**config.mk**
```make
export PLATFORM = sky130hd
export DESIGN_NAME = vga_sync_controller_flat
export DESIGN_NICKNAME = d
export VERILOG_FILES = /design/src/rtl/vga_sync_controller_if.sv /design/src/rtl/vga_sync_controller.sv /design/src/flat_wrapper.sv
export SDC_FILE = /design/constraint.sdc
export NUM_CORES = 1
export LEC_CHECK = 0
export BUFFER_PORTS_ARGS = -buffer_cell sky130_fd_sc_hd__buf_4
export CAP_MARGIN = 20
export CORE_ASPECT_RATIO = 0.7
export CORE_MARGIN = 2
export CORE_UTILIZATION = 45
export DETAILED_ROUTE_END_ITERATION = 8
export GPL_TIMING_DRIVEN = 1
export PLACE_DENSITY = 0.71
export SETUP_SLACK_MARGIN = 0.4
export SLEW_MARGIN = 40
export SYNTH_ARGS = -nofsm -noshare
export SYNTH_HDL_FRONTEND = slang
export SYNTH_SLANG_ARGS = --single-unit
```
**constraint.sdc**
```tcl
create_clock -name Clk -period 2.3 [get_ports Clk]
set_input_delay 0.23 -clock Clk [delete_from_list [all_inputs] [get_ports Clk]]
set_output_delay 0.23 -clock Clk [all_outputs]
set_load 0.01 [all_outputs]
```
**src/rtl/vga_sync_controller_if.sv**
```systemverilog
// Signal bundle between the VGA sync controller, the horizontal counter,
// the display control logic and the pixel generator / connector pins.
interface vga_sync_controller_if;
    logic [10:0] cntHorizontal;
    logic        line_tick;
    logic        start;
    logic        stop;
    logic        hsync;
    logic        vsync;
    logic        video_on;
    logic [9:0]  pixel_x;
    logic [9:0]  pixel_y;
    logic        pix_tick;
    logic        frame_start;
    logic        running;
    logic [9:0]  vcount;

    modport master (
        input  cntHorizontal, line_tick, start, stop,
        output hsync, vsync, video_on, pixel_x, pixel_y,
               pix_tick, frame_start, running, vcount
    );

    modport slave (
        output cntHorizontal, line_tick, start, stop,
        input  hsync, vsync, video_on, pixel_x, pixel_y,
               pix_tick, frame_start, running, vcount
    );
endinterface

```
**src/rtl/vga_sync_controller.sv**
```systemverilog
// VGA raster sequencer: vertical line counter, sync/video generation and a
// start/stop FSM that only switches the display on whole-frame boundaries.
module vga_sync_controller #(
    parameter int H_ACTIVE    = 640,
    parameter int H_FP        = 16,
    parameter int H_SYNC      = 96,
    parameter int H_BP        = 48,
    parameter int V_ACTIVE    = 480,
    parameter int V_FP        = 10,
    parameter int V_SYNC      = 2,
    parameter int V_BP        = 33,
    parameter int CLK_PER_PIX = 2
) (
    input  logic                  Clk,
    input  logic                  Reset,
    vga_sync_controller_if.master bus
);
    localparam int H_TOTAL   = H_ACTIVE + H_FP + H_SYNC + H_BP;
    localparam int V_TOTAL   = V_ACTIVE + V_FP + V_SYNC + V_BP;
    localparam int PIX_SHIFT = (CLK_PER_PIX == 4) ? 2 : (CLK_PER_PIX == 2) ? 1 : 0;

    localparam logic [10:0] H_COUNT_END = 11'(H_TOTAL * CLK_PER_PIX);
    localparam logic [10:0] H_VIS_END   = 11'(H_ACTIVE);
    localparam logic [10:0] HS_FIRST    = 11'(H_ACTIVE + H_FP);
    localparam logic [10:0] HS_LAST     = 11'(H_ACTIVE + H_FP + H_SYNC - 1);
    localparam logic [10:0] PIX_MASK    = 11'(CLK_PER_PIX - 1);
    localparam logic [9:0]  V_LAST      = 10'(V_TOTAL - 1);
    localparam logic [9:0]  V_VIS_END   = 10'(V_ACTIVE);
    localparam logic [9:0]  VS_FIRST    = 10'(V_ACTIVE + V_FP);
    localparam logic [9:0]  VS_LAST     = 10'(V_ACTIVE + V_FP + V_SYNC - 1);

    typedef enum logic [1:0] {IDLE, ARMED, RUN, DRAIN} state_t;

    state_t      state, state_nxt;
    logic [9:0]  vcount_q, vcount_nxt;
    logic [10:0] h_pix;
    logic        frame_end, h_valid, showing;
    logic        hsync_d, vsync_d, video_d, pix_tick_d, frame_start_d;
    logic [9:0]  pixel_x_d, pixel_y_d;

    logic        hsync_q, vsync_q, video_q, pix_tick_q, frame_start_q, running_q;
    logic [9:0]  pixel_x_q, pixel_y_q;

    assign h_pix     = bus.cntHorizontal >> PIX_SHIFT;
    assign h_valid   = bus.cntHorizontal < H_COUNT_END;
    assign frame_end = bus.line_tick && (vcount_q == V_LAST);

    always_comb begin
        vcount_nxt = vcount_q;
        if (bus.line_tick)
            vcount_nxt = frame_end ? 10'd0 : vcount_q + 10'd1;
    end

    // Stop has priority in ARMED/RUN, start has priority in IDLE/DRAIN.
    always_comb begin
        // NOTE: default first so every path assigns state_nxt and no latch is inferred.
        state_nxt = state;
        case (state)
            IDLE:    if (bus.start) state_nxt = ARMED;
            ARMED:   if (bus.stop) state_nxt = IDLE;
                     else if (frame_end) state_nxt = RUN;
            RUN:     if (bus.stop) state_nxt = DRAIN;
            DRAIN:   if (bus.start) state_nxt = RUN;
                     else if (frame_end) state_nxt = IDLE;
            default: state_nxt = IDLE;
        endcase
    end

    // Outputs are built from the line and state in effect after this edge, so the
    // pins stay coherent with vcount/running in the same cycle.
    always_comb begin
        showing       = (state_nxt == RUN) || (state_nxt == DRAIN);
        hsync_d       = !(showing && h_valid && (h_pix >= HS_FIRST) && (h_pix <= HS_LAST));
        vsync_d       = !(showing && h_valid && (vcount_nxt >= VS_FIRST) && (vcount_nxt <= VS_LAST));
        video_d       = showing && h_valid && (h_pix < H_VIS_END) && (vcount_nxt < V_VIS_END);
        pixel_x_d     = video_d ? h_pix[9:0] : 10'd0;
        pixel_y_d     = video_d ? vcount_nxt : 10'd0;
        pix_tick_d    = (bus.cntHorizontal & PIX_MASK) == 11'd0;
        frame_start_d = frame_end && showing;
    end

    always_ff @(posedge Clk or negedge Reset) begin
        if (!Reset) begin
            state         <= IDLE;
            vcount_q      <= 10'd0;
            hsync_q       <= 1'b1;
            vsync_q       <= 1'b1;
            video_q       <= 1'b0;
            pixel_x_q     <= 10'd0;
            pixel_y_q     <= 10'd0;
            pix_tick_q    <= 1'b0;
            frame_start_q <= 1'b0;
            running_q     <= 1'b0;
        end else begin
            // NOTE: non-blocking so every register samples pre-edge values.
            state         <= state_nxt;
            vcount_q      <= vcount_nxt;
            hsync_q       <= hsync_d;
            vsync_q       <= vsync_d;
            video_q       <= video_d;
            pixel_x_q     <= pixel_x_d;
            pixel_y_q     <= pixel_y_d;
            pix_tick_q    <= pix_tick_d;
            frame_start_q <= frame_start_d;
            running_q     <= showing;
        end
    end

    assign bus.hsync       = hsync_q;
    assign bus.vsync       = vsync_q;
    assign bus.video_on    = video_q;
    assign bus.pixel_x     = pixel_x_q;
    assign bus.pixel_y     = pixel_y_q;
    assign bus.pix_tick    = pix_tick_q;
    assign bus.frame_start = frame_start_q;
    assign bus.running     = running_q;
    assign bus.vcount      = vcount_q;
endmodule

```
**src/flat_wrapper.sv**
```systemverilog
// flat-port wrapper written by rule: the top's interface ports become plain ports
module vga_sync_controller_flat 
#(
    parameter int H_ACTIVE    = 640,
    parameter int H_FP        = 16,
    parameter int H_SYNC      = 96,
    parameter int H_BP        = 48,
    parameter int V_ACTIVE    = 480,
    parameter int V_FP        = 10,
    parameter int V_SYNC      = 2,
    parameter int V_BP        = 33,
    parameter int CLK_PER_PIX = 2
)
  (Clk, Reset, bus_cntHorizontal, bus_line_tick, bus_start, bus_stop, bus_hsync, bus_vsync, bus_video_on, bus_pixel_x, bus_pixel_y, bus_pix_tick, bus_frame_start, bus_running, bus_vcount);
  vga_sync_controller_if bus_i ();
  input  logic Clk;
  input  logic Reset;
  input wire logic [$bits(bus_i.cntHorizontal)-1:0] bus_cntHorizontal;
  input wire logic [$bits(bus_i.line_tick)-1:0] bus_line_tick;
  input wire logic [$bits(bus_i.start)-1:0] bus_start;
  input wire logic [$bits(bus_i.stop)-1:0] bus_stop;
  output wire logic [$bits(bus_i.hsync)-1:0] bus_hsync;
  output wire logic [$bits(bus_i.vsync)-1:0] bus_vsync;
  output wire logic [$bits(bus_i.video_on)-1:0] bus_video_on;
  output wire logic [$bits(bus_i.pixel_x)-1:0] bus_pixel_x;
  output wire logic [$bits(bus_i.pixel_y)-1:0] bus_pixel_y;
  output wire logic [$bits(bus_i.pix_tick)-1:0] bus_pix_tick;
  output wire logic [$bits(bus_i.frame_start)-1:0] bus_frame_start;
  output wire logic [$bits(bus_i.running)-1:0] bus_running;
  output wire logic [$bits(bus_i.vcount)-1:0] bus_vcount;
  assign bus_i.cntHorizontal = bus_cntHorizontal;
  assign bus_i.line_tick = bus_line_tick;
  assign bus_i.start = bus_start;
  assign bus_i.stop = bus_stop;
  assign bus_hsync = bus_i.hsync;
  assign bus_vsync = bus_i.vsync;
  assign bus_video_on = bus_i.video_on;
  assign bus_pixel_x = bus_i.pixel_x;
  assign bus_pixel_y = bus_i.pixel_y;
  assign bus_pix_tick = bus_i.pix_tick;
  assign bus_frame_start = bus_i.frame_start;
  assign bus_running = bus_i.running;
  assign bus_vcount = bus_i.vcount;
  vga_sync_controller #(.H_ACTIVE(H_ACTIVE), .H_FP(H_FP), .H_SYNC(H_SYNC), .H_BP(H_BP), .V_ACTIVE(V_ACTIVE), .V_FP(V_FP), .V_SYNC(V_SYNC), .V_BP(V_BP), .CLK_PER_PIX(CLK_PER_PIX)) u_core (.Clk(Clk), .Reset(Reset), .bus(bus_i));
endmodule
```
==> results.toml <==
[drt]
drc = 0
dr_wl_met3_um = 283
drt-total-wl_um = 4547
routedLengthMet1_um = 1907
via_per_inst = 5.329
dr.pass1.iters = 4
wl_met2_um = 2253
first_iter_violations = 143
wl_per_cell_um = 16.07
antenna_left = 0
top_layer = "met4"
vias = 1508

[logic_synthesis]
yosys.area.top_type_share_pct = 52.63
synth-xor-area-share_pct = 4.094
synth_compound_area_share_pct = 7.968
synthSimpleGateAreaFrac_pct = 22.00
synth_top_area_cell = "dfrtp_1"
ys.flop_type = "dfrtp_1"
yosys_warnings = 0
synthMuxAreaShare_pct = 1.901
synth.distinct_cells = 41
postSynthCellCount = 156
ys_top_cells_by_area = "dfrtp_1 (53%), nor3_1 (3.8%), dfstp_2 (3.1%)"
syn_avg_cell_area_um2 = 10.97
synth-seq-cells = 38
async_flop_share_pct = 100.0
synth_top_family_by_area = "simple AND/OR/NAND/NOR gates"
ys_seq_area_share_pct = 55.70
synth_fp_nets = 174
syn_area_mm2 = 0.001712
synth_fa_ha_area_share_pct = 1.462
synth-edff-count = 0

[global_route]
grt_first_pass_wirelength_um = 7051
grt_start_max_net_pins = 39
antenna_found_initial = 0
track_usage_pct = 21.32
gr-total-overflow = 0
grt_pass1_vias = 1475

[finish]
stdcell_count = 283
layout-drive-gt1-share_pct = 49.79
fillCellCount = 243
final_common_cell = "buf_4"
layout_common_cells = "buf_4 (74), dfrtp_1 (28), nor2_1 (12), inv_1 (12)"
antennaDiodeCount = 0
nets = 250
area_growth_pct = 46.49

[setup_path]
critical_path.endpoint = "u_core.bus.vsync$_DFF_PN1_"
crit_type = "reg2reg"
cpPeakStageDelay_ns = 0.48
startpoint_type = "register"
cp_top_family = "simple AND/OR/NAND/NOR gates"
crit_arrival_ns = 2.21
worst_r2r_path_depth = 7
r2r_slack_ns = 0.29
r2r_start = "u_core.bus.vcount[0]$_DFF_PN0_"
cp_slowest_cell = "or4b_1"
critPathRequiredTime_ns = 2.51
crit_cells = 7
path_buf_inv = 1
worstReg2RegEnd = "u_core.bus.vsync$_DFF_PN1_"
end_kind = "register"
worstPathMaxFanout = 6
crit_start = "u_core.bus.vcount[0]$_DFF_PN0_"
worstPathCellList = "inv_2 -> ha_1 -> and4b_1 -> a41oi_2 -> a41oi_4 -> nand2b_4 -> or4b_1"

[sta]
fin_crit_sh_pct = 87.18
period_needed_ns = 2.005
fin_tns_setup_ns = 0
maxSlewViolCount = 0
finalHoldViolCount = 0
holdWs_ns = 0.06545
worst_slack_ns = 0.2950
fin_skew_ns = 0.006104
fmax_mhz = 498.7
rsz0062_at_grt = "yes"
setup_viol = 0

[worst_hold_path]
hp-class = "in2reg"

[die]
rows = 18
die_x_um = 77.72
fp.dieH_um = 55.60
core_area_mm2 = 0.003581
start_util_pct = 47.80
die_area_mm2 = 0.004321
pin_count = 52

[placement]
io_buffers = 51
pre_cts_ws_ns = 0.1425
dp_cells = 254
dp_hpwl_um = 2876
gp_congestion = 0.9424

[power_and_ir_drop]
power.density_mw_per_mm2 = 804.0
p_leak_nw = 1.206
peakVddDrop_mv = 0.5484

[clock_tree]
cts_tree = "built"
root_buffer = "clkbuf_8"
cts_max_level = 2
clock_path_buffers = 2
cts_made_buffers = 5
clkTransAtPathRegs_ns = 0.07
cts_sinks = 38
clock_latency_ns = 0.29

[job]
cap_violations = 0

[status]
status = "finished clean"
-- cell usage after synthesis (3+ instances only) --
cell,n
xor2_1,6
nand3_1,7
nand2_1,6
o21ai_0,3
inv_1,14
buf_6,3
nor3_1,13
nor4_1,3
dfrtp_1,36
nor3b_1,6
nand4_1,4
nor2_1,13
and2_1,3
-- registers in the layout, indices dropped and copies added, names as in the netlist --
signal / count
u_core.state: 2
u_core.bus.frame_start: 1
u_core.bus.hsync: 1
u_core.bus.running: 1
u_core.bus.pixel_x: 10
u_core.bus.pixel_y: 10
u_core.bus.vcount: 10
u_core.bus.video_on: 1
u_core.bus.vsync: 1
u_core.bus.pix_tick: 1
-- cell families (layout without fill, tap and decap cells) --
| logic type | Yosys count | count (layout) |
|---|---|---|
| compound gates | 16 | 16 |
| xor+xnor | 8 | 8 |
| fa+ha+maj | 2 | 2 |
| buf+inv | 22 | 99 |
| flops | 38 | 38 |
| mux | 3 | 3 |
| other cells | 1 | 1 |
| simple gates | 66 | 66 |
-- through the flow --
stage,power [W],util (%),instance area (µm²)
6_report,0.002016,70.02,2507
5_1_grt,0.002112,70.02,2507
4_1_cts,0.001938,66.67,2387
3_5_place_dp,0.001302,59.64,2136
3_3_place_gp,0.001282,59.64,2136
2_1_floorplan,0.001109,-,1714
-- final cells by class --
type | count | area [µm²] | area share, %
Sequential cell | 38 | 963.4 | 38.42
Inverter | 14 | 52.55 | 2.096
Tap cell | 50 | 62.56 | 2.495
Timing Repair Buffer | 77 | 580.6 | 23.15
Clock buffer | 8 | 110.1 | 4.391
Multi-Input combinational cell | 96 | 738.2 | 29.44
-- layer usage --
metal	global-route usage (%)	vias up
li1	-	694
met1	27.01	734
met2	35.10	67
met5	0	-
met4	8.163	0
met3	5.682	13
-- worst register-to-register path, stage by stage (launching register included) --
cell and delay (ns):
dfrtp_2 0.45, inv_2 0.06, ha_1 0.13, and4b_1 0.26, a41oi_2 0.18, a41oi_4 0.27
nand2b_4 0.11, or4b_1 0.48
-- power by group --
group	switching [W]	total (W)	internal, W
Sequential	0.000100	0.000837	0.000737
Combinational	0.000329	0.000650	0.000320
Clock	0.000227	0.000530	0.000302
Total	0.000656	0.00202	0.00136
-- how the worst min path moves through the flow --
stage / startpoint / to / slack, ns / depth (start not counted)
final: bus_cntHorizontal[0] / u_core.bus.pix_tick$_DFF_PN0_ / 0.07 / 2
after global routing: bus_cntHorizontal[0] / u_core.bus.pix_tick$_DFF_PN0_ / 0.06 / 2
after CTS: bus_cntHorizontal[0] / u_core.bus.pix_tick$_DFF_PN0_ / 0.07 / 2
after detailed placement: Reset / u_core.bus.video_on$_DFF_PN0_ / 0.22 / 1
after global placement: Reset / u_core.bus.video_on$_DFF_PN0_ / 0.21 / 1
after floorplan: Reset / u_core.bus.frame_start$_DFF_PN0_ / -0.07 / 0
-- repair_timing --
item                                    CTS  global route
hold buffers                              1             0
resized for setup                        12            14
endpoints found under the setup margin   16            21
buffers inserted                         13             7
hold endpoints to repair                 36             0
pin swaps                                 1             5
(Power assumes the default switching activity.)
